===== src/rtl/uart_tx_arb.sv =====
// uart_tx_arb -- shares one UART transmit channel among NREQ byte-stream
// requesters. The channel is granted per message (round-robin), so frames
// from different requesters never interleave. A holder that stops supplying
// bytes mid-message is evicted by a watchdog.
//
// Optional build macro: UART_ARB_TAG_EN -- prefix every message with one tag
// byte 8'hA0 | grant_id. When undefined the tag state is not built.
//
// Ports:
//   mclk, reset       clock (rising edge), asynchronous active-high reset
//   req_valid/data/last  per-requester byte stream (byte i at req_data[8i+:8])
//   req_ready         byte accepted; only the holder's bit can be 1
//   tx_valid/data     byte offered to the UART core, tx_ready accepts it
//   grant_id          current holder (held after release)
//   busy              arbiter is not idle
//   abort             one-cycle pulse on watchdog eviction
//   msg_cnt           completed messages, wraps
module uart_tx_arb #(
    parameter int NREQ    = 4,
    parameter int TIMEOUT = 1024
) (
    input  logic              mclk,
    input  logic              reset,
    input  logic [NREQ-1:0]   req_valid,
    input  logic [8*NREQ-1:0] req_data,
    input  logic [NREQ-1:0]   req_last,
    output logic [NREQ-1:0]   req_ready,
    output logic              tx_valid,
    output logic [7:0]        tx_data,
    input  logic              tx_ready,
    output logic [3:0]        grant_id,
    output logic              busy,
    output logic              abort,
    output logic [15:0]       msg_cnt
);

    localparam int          GW = (NREQ > 1) ? $clog2(NREQ) : 1;
    localparam int          SW = (TIMEOUT > 1) ? $clog2(TIMEOUT + 1) : 1;
    localparam int unsigned NR = NREQ;

    typedef enum logic [1:0] {
        IDLE = 2'd0,
`ifdef UART_ARB_TAG_EN
        TAG  = 2'd1,
`endif
        XFER = 2'd2
    } state_t;

    state_t          state;
    state_t          state_nxt;
    logic [GW-1:0]   hold;
    logic [GW-1:0]   last_grant;
    logic [GW-1:0]   pick;
    logic            any_req;
    logic [SW-1:0]   stall_cnt;
    logic [SW-1:0]   stall_inc;
    logic            wd_fire;
    logic            done;
    logic            evict;

    assign busy     = (state != IDLE);
    assign grant_id = 4'(hold);

    // Round-robin search starting just above the previous holder; the last
    // candidate examined is the previous holder itself.
    always_comb begin
        int unsigned idx;
        logic [GW-1:0] cand;
        idx     = 0;
        cand    = '0;
        pick    = '0;
        any_req = 1'b0;
        for (int unsigned i = 1; i <= NR; i++) begin
            idx  = (32'(last_grant) + i) % NR;
            cand = GW'(idx);
            if (!any_req && req_valid[cand]) begin
                any_req = 1'b1;
                pick    = cand;
            end
        end
    end

    // Eviction happens on the edge where the stall count would reach TIMEOUT,
    // so abort and IDLE are both visible in the following cycle.
    assign stall_inc = (stall_cnt == '1) ? stall_cnt : stall_cnt + 1'b1;
    assign wd_fire   = (TIMEOUT != 0) && !req_valid[hold] &&
                       (32'(stall_inc) == TIMEOUT);

    always_comb begin
        state_nxt = state;
        req_ready = '0;
        tx_valid  = 1'b0;
        tx_data   = '0;
        done      = 1'b0;
        evict     = 1'b0;
        case (state)
            IDLE: begin
                if (any_req) begin
`ifdef UART_ARB_TAG_EN
                    state_nxt = TAG;
`else
                    state_nxt = XFER;
`endif
                end
            end
`ifdef UART_ARB_TAG_EN
            TAG: begin
                tx_valid = 1'b1;
                tx_data  = 8'hA0 | {4'h0, grant_id};
                if (tx_ready) state_nxt = XFER;
            end
`endif
            XFER: begin
                tx_valid        = req_valid[hold];
                tx_data         = req_data[{hold, 3'b000} +: 8];
                req_ready[hold] = tx_ready;
                // A last-byte handshake wins over a simultaneous watchdog.
                if (tx_valid && tx_ready && req_last[hold]) begin
                    done      = 1'b1;
                    state_nxt = IDLE;
                end else if (wd_fire) begin
                    evict     = 1'b1;
                    state_nxt = IDLE;
                end
            end
            default: state_nxt = IDLE;
        endcase
    end

    always_ff @(posedge mclk or posedge reset) begin
        if (reset) begin
            state      <= IDLE;
            hold       <= '0;
            last_grant <= GW'(NREQ - 1);
            stall_cnt  <= '0;
            abort      <= 1'b0;
            msg_cnt    <= '0;
        end else begin
            state <= state_nxt;
            abort <= evict;
            if (state == IDLE && any_req) hold <= pick;
            if (done || evict) last_grant <= hold;
            if (done) msg_cnt <= msg_cnt + 16'd1;
            // Held at zero outside XFER, which also covers the entry clear.
            if (state != XFER || (tx_valid && tx_ready))
                stall_cnt <= '0;
            else if (!req_valid[hold])
                stall_cnt <= stall_inc;
        end
    end

endmodule


===== config.mk =====
export PLATFORM = sky130hd
export DESIGN_NAME = uart_tx_arb
export DESIGN_NICKNAME = d
export VERILOG_FILES = /design/src/rtl/uart_tx_arb.sv
export SDC_FILE = /design/constraint.sdc
export NUM_CORES = 1
export LEC_CHECK = 0
export BUFFER_PORTS_ARGS = -buffer_cell sky130_fd_sc_hd__buf_4
export CAP_MARGIN = 20
export CORE_UTILIZATION = 54
export DETAILED_ROUTE_END_ITERATION = 16
export PLACE_DENSITY = 0.83
export SYNTH_ARGS = -nofsm -noshare
export SYNTH_HDL_FRONTEND = slang
export SYNTH_SLANG_ARGS = --single-unit

===== constraint.sdc =====
create_clock -name mclk -period 4 [get_ports mclk]
set_input_delay 0 -clock mclk [delete_from_list [all_inputs] [get_ports mclk]]
set_output_delay 0 -clock mclk [all_outputs]
set_load 0.1 [all_outputs]

==> flow_summary.json <==
{
  "clk_latency_ns": 0.29,
  "cts_sinks": 33,
  "synth_top_cell_by_area": "dfrtp_1",
  "status": "completed",
  "finalCriticalPeriod_ns": 2.39,
  "synth_xor_area_share_pct": 6.60,
  "mostFrequentLayoutCells": "76 x buf_4, 31 x dfrtp_1, 15 x nand3_1",
  "synth-edff-count": 0,
  "numCtsBuffers": 5,
  "crit_fanout": 17,
  "start_util_pct": 56.4,
  "leakage_nw": 1.31,
  "grt_pass1_vias": 1983,
  "clock_path_buffers": 2,
  "reg2reg_slack_ns": 1.61,
  "finalSetupTns_ns": 0,
  "ios": 78,
  "postSynth.asyncResetShare_pct": 100,
  "synth.area.top_cells": "dfrtp_1 34%, mux4_2 7.0%, xnor2_1 5.4%",
  "tightest_slew_ns": 0.746,
  "nets": 347,
  "hold_start": "req_valid[2]",
  "fin_skew_ns": 0.00809,
  "yosys.area_share.simple_pct": 24.6,
  "cap_violations": 0,
  "synthFlopType": "dfrtp_1",
  "reg2reg_from": "hold[1]",
  "cp.required_ns": 4.21,
  "clk_pin_slew_ns": 0.07,
  "cp_slowest_stage_delay_ns": 0.74,
  "finalSetupViolCount": 0,
  "crit_type": "flop to flop",
  "drv_slew": 0,
  "hold_viol": 0,
  "cp_cell_sequence": "mux4_2, nand2b_1, nor3_1, a31oi_1, a21oi_1",
  "rsz0062_at_grt": "no",
  "wl_mm": 5.52,
  "detail_route.vias_per_cell": 6.07,
  "ys_types": 52,
  "drt_pass1_iterations": 4,
  "crit_path_start": "hold[1]",
  "synth_top_family_by_area": "simple AND/OR/NAND/NOR gates",
  "post-route-period-util_pct": 59.9,
  "die_w_um": 66.7,
  "syn_area_um2": 2260,
  "fmax_mhz": 418,
  "synth_area_per_cell_um2": 9.65,
  "ir_drop_mv": 0.947,
  "synth_warnings": 0,
  "die_y_um": 66.7,
  "gp_congestion": 0.901,
  "start_kind": "flop",
  "antenna_left": 0,
  "num_antenna_cells": 0,
  "cpMaxStageDelayCell": "dfrtp_1",
  "fp.coreArea_um2": 4000,
  "endpoint_kind": "flop",
  "cts_root_buf": "clkbuf_8",
  "antenna_found_initial": 0,
  "first_iter_violations": 151,
  "final_common_cell": "buf_4",
  "grt_max_degree": 34,
  "synth_seq_area_share_pct": 36.7,
  "wl_per_cell_um": 15.6,
  "die_area_um2": 4440,
  "num_vias": 2143,
  "ctsResizeCount": 0,
  "grt_use_total_pct": 26.6,
  "arrival_ns": 2.61,
  "min-delay-path-class": "input port to flop",
  "synth_mux_area_share_pct": 11.9,
  "ctsHtreeMaxLevel": 2,
  "relSlewSlack_pct": 50.2,
  "drive_above_1_share_pct": 32.3,
  "overflow": 0,
  "synth_compound_area_share_pct": 13.5,
  "port-buffer-count": 75,
  "drc": 0,
  "synth-seq-cells": 33,
  "rows": 23,
  "synth_adder_area_share_pct": 1.11,
  "grt_pass1_wl_mm": 8.83,
  "p_total_w": 0.00219,
  "nFillCells": 320,
  "cts_tree": "done",
  "detailed_place_hpwl_mm": 4.21,
  "power.density_nw_per_um2": 757,
  "syn2layout_area_growth_pct": 28.2,
  "synth_cells": 234,
  "synth_top_area_share_pct": 34.4
}
==> layer usage <==
metal  wire length, um  up-vias  track usage, %  share of wire [%]
met5                 0        -               0                  0
met3               367        9            5.31                6.6
met2              2830      114            46.8                 51
met4                72        0            9.84                1.3
li1                  -     1009               -                  -
met1              2250     1011            31.6                 41
==> flip-flops by register name, indices dropped and copies added (netlist names) <==
register	cells
stall_cnt	11
msg_cnt	16
abort	1
last_grant	2
state	1
hold	2
==> critical path, delay by kind of cell, from the launching register on <==
kind               cells  cell delay (ns)
and+or+nand+nor        2             0.70
DFF                    1             0.74
AOI/OAI and AO/OA      2             0.24
muxes                  1             0.64
==> synth_stat cells (all sizes together), types with 4 or more instances <==
cell type / instances
nand4: 12
xnor2: 14
a31oi: 6
o21ai: 13
dfrtp: 31
nor3: 6
nand2: 14
clkbuf: 9
nand3: 15
buf: 8
inv: 7
and4: 5
nor2: 10
a21oi: 9
mux4: 10
and2: 14
nand2b: 5
and3: 6
nor4: 4
==> cell families (layout without fill, tap and decap cells) <==
logic type      after synthesis  count (layout)
compound gates               47              47
xor+xnor                     17              17
fa+ha+maj                     2               2
buf+inv                      24              92
flops                        33              33
mux                          13              13
other cells                   1               2
simple gates                 97              97
==> per-stage QoR <==
stage,instance area [um^2],std cells,utilization [%],hold slack [ns],setup WS (ns)
final,2890,353,72.3,0.0807,1.61
after global routing,2890,353,72.3,0.116,1.47
after CTS,2890,353,72.3,0.0708,1.59
after detailed placement,2800,344,69.9,0.118,1.60
after global placement,2800,344,69.9,0.114,1.68
after floorplan,2260,235,-,0.127,0.413
==> worst paths after layout <==
check                                     end  cells past startpoint
min in group asynchronous             hold[1]                      4
worst min-delay path                  hold[1]                      3
max in group asynchronous       last_grant[1]                      4
worst min register to register    msg_cnt[15]                      1
worst max register to register  stall_cnt[10]                      5
worst max-delay path            stall_cnt[10]                      5
==> where the power goes <==
part	switching [W]	leakage [nW]	internal (W)	total (W)
sequential	0.000137	0.435	0.000396	0.000533
clock	0.000127	0.0439	0.000120	0.000247
combinational	0.00102	0.835	0.000391	0.00141
==> what timing repair did <==
action / CTS / global route
endpoints found under the hold margin: 31 / 0
hold buffers: 1 / 0
setup buffers: 0 / 0
==> layout make-up <==
type	instances	area, um^2	share of cell area, %
Multi-Input combinational cell	178	1310	45.3
Sequential cell	33	828	28.6
Timing Repair Buffer	77	581	20.1
Clock buffer	5	68.8	2.38
Tap cell	50	62.6	2.16
Inverter	7	26.3	0.908
Clock inverter	3	17.5	0.605
Note: power is estimated with default switching activity, not from simulation.
